<file path="config.mk">
export PLATFORM = sky130hd
export DESIGN_NAME = mul_shift_add
export DESIGN_NICKNAME = d
export VERILOG_FILES = /design/src/rtl/mul_shift_add.sv
export SDC_FILE = /design/constraint.sdc
export NUM_CORES = 1
export LEC_CHECK = 0
export ABC_CLOCK_PERIOD_IN_PS = 1600
export CAP_MARGIN = 20
export CORE_MARGIN = 2
export CORE_UTILIZATION = 47
export DETAILED_ROUTE_END_ITERATION = 6
export MAX_ROUTING_LAYER = met4
export PLACE_DENSITY = 0.74
export SYNTH_ARGS = -nofsm -noshare
export SYNTH_HDL_FRONTEND = slang
export SYNTH_SLANG_ARGS = --single-unit
</file>
<file path="constraint.sdc">
create_clock -name clk -period 1.6 [get_ports clk]
set_input_delay 0.16 -clock clk [delete_from_list [all_inputs] [get_ports clk]]
set_output_delay 0.16 -clock clk [all_outputs]
set_load 0.01 [all_outputs]
</file>
<file path="src/rtl/mul_shift_add.sv">
// Sequential shift-and-add unsigned multiplier, one bit per cycle.
// Ports: clk, rst_n, start/ina/inb in; ready, done, product out.
module mul_shift_add #(
  parameter int N = 5
) (
  input  logic           clk,
  input  logic           rst_n,
  input  logic           start,
  input  logic [N-1:0]   ina,
  input  logic [N-1:0]   inb,
  output logic           ready,
  output logic           done,
  output logic [2*N-1:0] product
);

  localparam int CW = $clog2(N + 1);

  typedef enum logic [1:0] {
    S_IDLE,
    S_CALC,
    S_DONE
  } state_t;

  state_t r_state;
  state_t w_next;

  logic [N-1:0]   r_mcand;
  logic [2*N:0]   r_work;
  logic [CW-1:0]  r_cnt;
  logic [2*N-1:0] r_product;

  logic           w_last;
  logic [N:0]     w_add;
  logic [N:0]     w_sum;
  logic [2*N:0]   w_shift;

  assign w_last  = (r_cnt == CW'(N - 1));
  assign w_add   = r_work[0] ? {1'b0, r_mcand} : '0;
  // {carry,acc} is the upper N+1 bits of the working register
  assign w_sum   = r_work[2*N:N] + w_add;
  assign w_shift = {1'b0, w_sum, r_work[N-1:1]};

  always_ff @(posedge clk or negedge rst_n) begin
    if (!rst_n) r_state <= S_IDLE;
    else        r_state <= w_next;
  end

  always_comb begin
    w_next = r_state;
    unique case (r_state)
      S_IDLE:  if (start) w_next = S_CALC;
      S_CALC:  if (w_last) w_next = S_DONE;
      S_DONE:  w_next = S_IDLE;
      default: w_next = S_IDLE;
    endcase
  end

  always_ff @(posedge clk or negedge rst_n) begin
    if (!rst_n) begin
      r_mcand   <= '0;
      r_work    <= '0;
      r_cnt     <= '0;
      r_product <= '0;
    end else begin
      unique case (r_state)
        S_IDLE: begin
          if (start) begin
            r_mcand <= ina;
            r_work  <= {{(N+1){1'b0}}, inb};
            r_cnt   <= '0;
          end
        end
        S_CALC: begin
          r_work <= w_shift;
          if (w_last) r_product <= w_shift[2*N-1:0];
          else        r_cnt     <= r_cnt + 1'b1;
        end
        default: ;
      endcase
    end
  end

  assign ready   = (r_state == S_IDLE);
  assign done    = (r_state == S_DONE);
  assign product = r_product;

endmodule

</file>
==> reports/qor.yml, run 1 <==
critical_path:
  cp-start-kind: "flip-flop"
  cp_max_fo: 4
  worstPathRequired_ns: 1.86
  critPathKind: "reg2reg"
  cp-end-kind: "flip-flop"
  critical_path_arrival_ns: 1.84
timing:
  fin_crit_sh_pct: 98.5
  max_slew_margin_pct: 66.1
  hold_ws_ns: 0.201
  fin_crit_ns: 1.58
  rsz0062_at_grt: "true"
  timing.fmax_ghz: 0.634
  setup_viol: 0
  hold_violations: 0
  drv_slew: 0
  clock_skew_ns: 0.0111
  worst_pin_slew_ns: 0.507
  setup_slack_ns: 0.0234
die:
  die_w_um: 61.2
  die_area_sq_um: 3750
  die_h_um: 61.2
  core-area_sq_um: 3080
  io_pins: 25
  start_util_pct: 50.0
  num_rows: 20
synth:
  avgSynthCellArea_sq_um: 10.3
  syn_inst: 149
  synthDistinctLibCells: 36
  post-synth-top-count-cell: "dfrtp_1"
  yosys_warnings: 0
  synth_top_area_share_pct: 48.8
  synth_edf_count: 0
  ys_seq_elements: 30
  synth_async_sr_flop_share_pct: 100
  synthFlopType: "dfrtp_1"
  yosys-top-cells-count: "dfrtp_1, nand2_1, o21ai_0, a21oi_1, ha_1"
  synth_top_area_cell: "dfrtp_1"
  syn-cell-area_sq_um: 1540
  syn_nets: 170
  synth.area.top_cells: "dfrtp_1, nand2_1, ha_1"
  synth-seq-area-share_pct: 48.8
final_layout:
  post-route-util_pct: 67.4
  final_nets: 213
  multiInputGateArea_sq_um: 813
  fin_cells: 237
  diodes: 0
  syn_to_final_growth_pct: 34.7
  drive_above_1_share_pct: 26.4
  fillers: 247
  regArea_sq_um: 753
power:
  p_leak_nw: 0.972
  power_density_nw_per_um2: 1780
  ir_drop_mv: 0.879
run_status:
  outcome: "finished clean"
detailed_routing:
  vias: 1270
  drc: 0
  drt_iter0_markers: 83
  first_pass_iters: 4
  postRouteAntennaNets: 0
  viasPerCell: 5.36
  routed_wl_mm: 3.52
  post_drt_wl_per_cell_um: 14.9
run:
  drv_cap: 0
global_routing:
  grt_pass1_vias: 1233
  grt_max_degree: 31
  antenna_found_initial: 0
  grt_pass1_wl_mm: 5.78
  grt_usage_pct: 22.0
  gr-total-overflow: 0
cts:
  cts_made_buffers: 5
  cts-htree-levels: 2
  cts_buffer_depth: 2
  cts_tree: "built"
  clock_latency_ns: 0.33
  cts_sinks: 30
  cts-root-buf: "clkbuf_4"
  clk_pin_slew_worst_paths_ns: 0.10
  holdBufCountCts: 0
min_path:
  hp-class: "in2async"
placed_design:
  io_buffer_count: 24
  dp_cells: 222
  preCtsSetupSlack_ns: -0.128
  gp_congestion: 0.849
  place_hpwl_mm: 2.39
## placed cells by master, fill, tap and decap left out, types with 2 or more instances in the layout
master,count
ha_4,3
a21o_1,2
and2b_1,3
o2111ai_1,2
dlygate4sd2_1,2
or2_4,2
nor2b_4,2
clkdlybuf4s50_1,22
ha_2,2
ha_1,2
nor2b_1,4
o21ai_0,8
nand2_1,28
inv_2,2
and2_4,2
a21oi_1,8
clkbuf_4,5
buf_4,17
o21ai_1,3
inv_1,5
dfrtp_2,2
and2_1,2
dfrtp_1,28
o31ai_2,2
a22oi_1,5
mux2_4,5
nor2_1,3
o211ai_1,3
o21a_1,2
## path summary, 6_finish.rpt
kind / from / to / slack (ns) / cells past startpoint
max: r_work[0] / product[6] / 0.02 / 7
min: rst_n / product[5] / 0.20 / 2
max reg2reg: r_work[0] / product[6] / 0.02 / 7
min reg2reg: product[3] / product[3] / 0.48 / 2
max in group asynchronous: rst_n / r_state[1] / 1.09 / 2
min in group clk: ina[4] / r_mcand[4] / 0.45 / 2
## metal layers
metal / part of all wire [%] / track usage, % / vias up / wire (um)
met2: 51 / 35.7 / 30 / 1790
li1: - / - / 602 / -
met4: 2.1 / 4.66 / 0 / 75
met5: 0 / - / - / 0
met3: 4.3 / 6.30 / 10 / 150
met1: 43 / 27.5 / 628 / 1510
## registers in the layout (all words and copies together) (netlist names)
name,count
product,10
r_work,10
r_mcand,5
r_cnt,3
r_state,2
## cell families (layout without fill, tap and decap cells)
| group | after synthesis | after routing | share of synthesized area, % |
|---|---|---|---|
| buffers and inverters | 12 | 56 | 3.90 |
| AO/OA/AOI/OAI | 39 | 39 | 16.9 |
| XOR/XNOR | 1 | 1 | 0.569 |
| AND/OR/NAND/NOR | 54 | 54 | 18.0 |
| adder cells (fa/ha/maj) | 8 | 8 | 6.99 |
| multiplexers | 5 | 5 | 4.88 |
| flip-flops | 30 | 30 | 48.8 |
## metrics by stage
| step | total power [mW] | instance area, sq um | TNS [ns] |
|---|---|---|---|
| 2_1_floorplan | 2.31 | 1540 | 0 |
| 4_1_cts | 3.57 | 2020 | 0 |
| 3_3_place_gp | 2.85 | 1880 | -0.00767 |
| 6_report | 3.68 | 2070 | 0 |
| 5_1_grt | 3.99 | 2070 | -0.435 |
| 3_5_place_dp | 2.93 | 1880 | -0.503 |
## critical path, cell delays in order, from the launching register on
cell and delay [ns]:
dfrtp_1 0.39, and2_4 0.17, ha_4 0.13, inv_2 0.03, fa_2 0.36, buf_4 0.16, xor2_2 0.15, o21ai_1 0.13
## final cells by class
type | instances | area share [%]
clock inverter | 1 | 0.241
sequential | 30 | 36.3
inverter | 7 | 1.27
multi-input combinational | 107 | 39.2
clock buffer | 7 | 2.66
tap | 44 | 2.66
timing repair buffer | 41 | 17.6
## report_power, final
group | switching, mW | internal, mW | leakage (nW) | total (mW)
clock network | 0.263 | 0.213 | 0.0353 | 0.476
logic | 0.876 | 1.00 | 0.560 | 1.88
registers | 0.253 | 1.08 | 0.377 | 1.33
total | 1.39 | 2.29 | 0.972 | 3.68
## timing repair
action	4_1_cts	5_1_grt
pin swaps	2	2
endpoints found under the setup margin	8	14
setup buffers	2	5
endpoints found under the hold margin	0	0
resized for setup	17	7
(Power assumes the default switching activity.)
==> inputs of run 2 (changes only) <==
- CORE_UTILIZATION: 47 -> 45
- DONT_BUFFER_PORTS: default -> 1
- PLACE_DENSITY: 0.74 -> default
==> run 2 against run 1 <==
The flow now finishes with violations (negative setup slack). Utilization down 13 points. Non-clock buffer count down 27. Sequential power about the same. Combinational power shrank 23%. Flip-flop and latch count did not move. Clock power barely moved. Design area fell by 13%. Hold slack worse by 0.18 ns. Register-to-register slack got worse by 0.04 ns. Global-route usage is 2.8 points lower. Largest cell class unchanged. Highest routed layer unchanged.
==> reports/qor.yml, run 2 (synthesized netlist as in run 1, its figures left out) <==
timing:
  timing.fmax_ghz: 0.619  # -2.4%
  setup_slack_ns: -0.0150  # -0.0384 ns
  clock_skew_ns: 0.0105  # -0.000538 ns
  fin_crit_ns: 1.61  # +0.0384 ns
  setup_viol: 3  # +3
  drv_slew: 0  # unchanged
  fin_crit_sh_pct: 101  # +2.4 points
  fin_tns_setup_ns: -0.0378  # -0.0378 ns
  hold_ws_ns: 0.0248  # -0.176 ns
  rsz0062_at_grt: "true"
  max_slew_margin_pct: 71.0  # +4.9 points
  worst_pin_slew_ns: 0.434  # -0.0728 ns
  hold_violations: 0  # unchanged
global_routing:
  grt_max_degree: 31  # unchanged
  gr-total-overflow: 0  # unchanged
  grt_pass1_vias: 1185  # -3.9%
  antenna_found_initial: 0  # unchanged
  grt_usage_pct: 19.2  # -2.8 points
  grt_pass1_wl_mm: 5.65  # -2.3%
run_status:
  violations: "negative setup slack"
  outcome: "complete, but fails checks"
die:
  io_pins: 25  # unchanged
  start_util_pct: 46.5  # -3.5 points
  die_area_sq_um: 3900  # +4.2%
  num_rows: 21  # +5.0%
  core-area_sq_um: 3310  # +7.6%
  die_h_um: 62.5  # +2.1%
  die_w_um: 62.5  # +2.1%
detailed_routing:
  vias: 1157  # -8.9%
  routed_wl_mm: 3.28  # -6.9%
  drc: 0  # unchanged
  postRouteAntennaNets: 0  # unchanged
  first_pass_iters: 4  # unchanged
  viasPerCell: 5.46  # +1.8%
  drt_iter0_markers: 56  # -33%
  post_drt_wl_per_cell_um: 15.5  # +4.1%
power:
  p_seq_share_pct: 41.5  # +5.4 points
  power_switching_mw: 1.29  # -7.1%
  power_density_nw_per_um2: 1820  # +2.6%
  switching_share_pct: 39.3  # +1.5 points
  p_leak_nw: 0.866  # -11%
  pwr-share-comb_pct: 44.0  # -7.0 points
  power.internal_mw: 1.99  # -13%
  ir_drop_mv: 0.961  # +9.3%
  clockPowerShare_pct: 14.5  # +1.6 points
  finalPower_mw: 3.29  # -11%
cts:
  cts_made_buffers: 5  # unchanged
  clk_pin_slew_worst_paths_ns: 0.10  # about the same
  cts_tree: "built"
  cts-htree-levels: 2  # unchanged
  clock_latency_ns: 0.33  # about the same
  cts-root-buf: "clkbuf_4"
  cts_sinks: 30  # unchanged
  cts_buffer_depth: 2  # unchanged
final_layout:
  final_common_cell: "dfrtp_1"
  fin_area_sq_um: 1800  # -13%
  final_nets: 186  # -13%
  drive_above_1_share_pct: 20.5  # -5.9 points
  fillers: 329  # +33%
  regArea_sq_um: 751  # -0.33%
  post-route-util_pct: 54.5  # -13 points
  final_cell_mix: "dfrtp_1, nand2_1, o21ai_0"
  fin_cells: 212  # -11%
  syn_to_final_growth_pct: 17.2
  multiInputGateArea_sq_um: 776  # -4.6%
  diodes: 0  # unchanged
critical_path:
  critical_path_arrival_ns: 1.87  # +0.03 ns
  cp-end-kind: "flip-flop"
  worstPathRequired_ns: 1.85  # about the same
  critPathKind: "reg2reg"
  rrSetupSlack_ns: -0.01  # -0.04 ns
  r2r_end: "product[8]"
  cp_max_fo: 6  # +2
  r2r_start: "r_work[0]"
  cp-start-kind: "flip-flop"
  r2r_cells: 5  # -2
placed_design:
  gp_congestion: 0.807  # -5.0%
  preCtsSetupSlack_ns: -0.117  # +0.0115 ns
  dp_cells: 197  # -11%
  place_hpwl_mm: 2.33  # -2.9%
  io_buffer_count: 0  # -100%
  dpl_cell_area_sq_um: 1620  # -14%
min_path:
  min_to: "r_work[1]"
  hold_depth: 2
  hp-class: "in2reg"
  hp-start: "inb[1]"
run:
  drv_cap: 0  # unchanged
-- run 2: cell types whose count changed in the layout (fill, tap and decap cells not counted), moves of 2 or more --
cell / change
ha_2: -2
buf_4: -10
ha_1: +3
clkdlybuf4s50_1: -22
dlygate4sd3_1: +6
or2_4: -2
o21ai_1: -2
or2_2: +2
dfrtp_2: -2
o21ai_0: +2
dlygate4sd2_1: -2
dfrtp_1: +2
-- run 2: cell type report --
class	count	area share [%]
multi-input combinational	107	43.0
inverter	7	1.46
timing repair buffer	14	7.36
clock inverter	1	0.278
tap	46	3.19
sequential	30	41.6
clock buffer	7	3.05
-- run 2: worst max path at each step --
stage,slack (ns),startpoint,endpoint,depth (start not counted)
2_1_floorplan,0.02,r_work[0],product[8],7
3_3_place_gp,-0.05,r_work[0],product[8],7
3_5_place_dp,-0.12,r_work[0],product[8],7
4_1_cts,-0.05,r_work[0],product[8],7
5_1_grt,-0.11,r_work[0],product[7],6
6_report,-0.01,r_work[0],product[8],5
-- run 2: critical path, stage by stage (launching register included) --
cell and delay (ns):
dfrtp_1 0.43, and2_1 0.16, ha_1 0.30, or2_2 0.34, o21a_1 0.13, o211ai_1 0.19
-- run 2: power by group through the flow --
stage	clock (mW)	combinational [mW]	sequential [mW]
3_3_place_gp	0	1.28	1.36
2_1_floorplan	0	1.01	1.30
5_1_grt	0.525	1.62	1.42
6_report	0.476	1.45	1.36
4_1_cts	0.485	1.38	1.36
3_5_place_dp	0	1.33	1.37
-- run 2: timing repair --
item                                    in CTS  in global routing
pin swaps                                    1                  1
hold endpoints to repair                    35                  0
buffers inserted                             0                  0
hold buffers                                 7                  0
resized for setup                            1                  9
endpoints found under the setup margin       5                  8
cloned                                       0                  0
-- run 2: per-layer routing --
metal  global-route usage (%)  routed length [um]
met1                     23.2                1390
met2                     29.8                1670
met3                     5.41                 147
met4                     8.89                  76
met5                        -                   0
==> variant, RTL diff (flow settings as in run 2) <==
The parameter `N` goes from 5 to 10.
--- a/src/rtl/mul_shift_add.sv
+++ b/src/rtl/mul_shift_add.sv
@@ -3,3 +3,3 @@
 module mul_shift_add #(
-  parameter int N = 5
+  parameter int N = 10
 ) (
Ports: changed (resized ina, inb and product); port bits go from 25 to 45. The function was not compared with the original's and may differ.
==> variant against run 2 <==
- the run still ends with negative setup slack left
- total power up 140%
- clock skew down 0.0039 ns
- worst setup slack worse by 0.50 ns
- clock power up 73%
- area after synthesis up 77%
- first-iteration DRC count up 110%
- utilization up 7.0 points
- sequential share of layout area down 2.8 points
- sequential cell count up 26
- routed wire length up 99%
- final area up 100%
- critical path depth up 4
- sequential power up 99%
- largest power group unchanged
- highest routed layer unchanged
==> variant: results (changes against run 2) <==
Sequential share of the synthesized area: 0.515 (was 0.488)
Root Buffer Master: sky130_fd_sc_hd__clkbuf_8 (was sky130_fd_sc_hd__clkbuf_4)
Net count of the mapped netlist: 340 (was 170)
Top delay family on crit path: flip-flops (was simple AND/OR/NAND/NOR gates)
Non-clock buffer instance count of the final layout: 58 (was 14)
Post-synthesis instance total: 304 (was 149)
Met3 Routed Length: 239 µm (was 147 µm)
Routability-driven placement congestion ratio: 0.833 (was 0.807)
Overall Power: 0.00789 W (was 0.00329 W)
Vias post-DR: 2245 (was 1157)
Fraction of area in clock buffers and inverters: 0.0260 (was 0.0333)
Violations in the final reports: negative setup slack (unchanged)
Post-placement cell count: 400 (was 197)
Multi-input combinational cell count: 229 (was 107)
Register share of the cell area: 0.388 (was 0.416)
Setup violators final: 14 (was 3)
Least-Margin Pin Slew: 0.318 ns (was 0.434 ns)
Maximum number of pins on one net before global-route repair: 57 (was 31)
Largest incremental delay on the critical path: 0.46 ns (was 0.43 ns)
Top post-synthesis cells by area: sky130_fd_sc_hd__dfrtp_1, sky130_fd_sc_hd__nand2_1, sky130_fd_sc_hd__ha_1 (unchanged)
Final HPWL from detailed placement: 4320 µm (was 2330 µm)
Final worst-path setup slack: -0.519 ns (was -0.0150 ns)
Final net count: 391 (was 186)
Wire length the detailed router placed on met1: 2970 µm (was 1390 µm)
Result of the run: finished, violations left (unchanged)
Inverters excl. clock: 5 (was 7)
Routed length per instance: 15.1 µm (was 15.5 µm)
Met2 wire length: 3210 µm (was 1670 µm)
Via count of the first global-routing pass: 2326 (was 1185)
Synth Area in Compound Gates: 0.117 (was 0.169)
Number of rows created at floorplan: 28 (was 21)
Clock Skew: 0.00661 ns (was 0.0105 ns)
[variant: final timing paths]
check / startpoint / to / slack [ns]
min in group asynchronous: rst_n / r_mcand[3] / 0.37
worst max-delay path: r_work[0] / product[17] / -0.52
worst max register to register: r_work[0] / product[17] / -0.52
max in group asynchronous: rst_n / r_work[0] / 1.00
worst min register to register: r_mcand[2] / r_mcand[2] / 0.49
worst min-delay path: inb[0] / r_work[0] / 0.02
[variant: through the flow]
stage                     hold slack (ns)  setup TNS (ns)
after floorplan                    -0.136           -2.58
after global placement             -0.134           -4.78
after detailed placement           -0.134           -6.13
after CTS                          0.0129           -4.95
after global routing               0.0246           -7.91
final                              0.0196           -4.85
[variant: repair_timing]
action                                  CTS  global route
resized for setup                        19            18
endpoints found under the hold margin    75             0
gates cloned                              0             0
buffers inserted                          1             1
pin swaps                                 1             8
endpoints found under the setup margin   20            30
hold buffers                             21             0
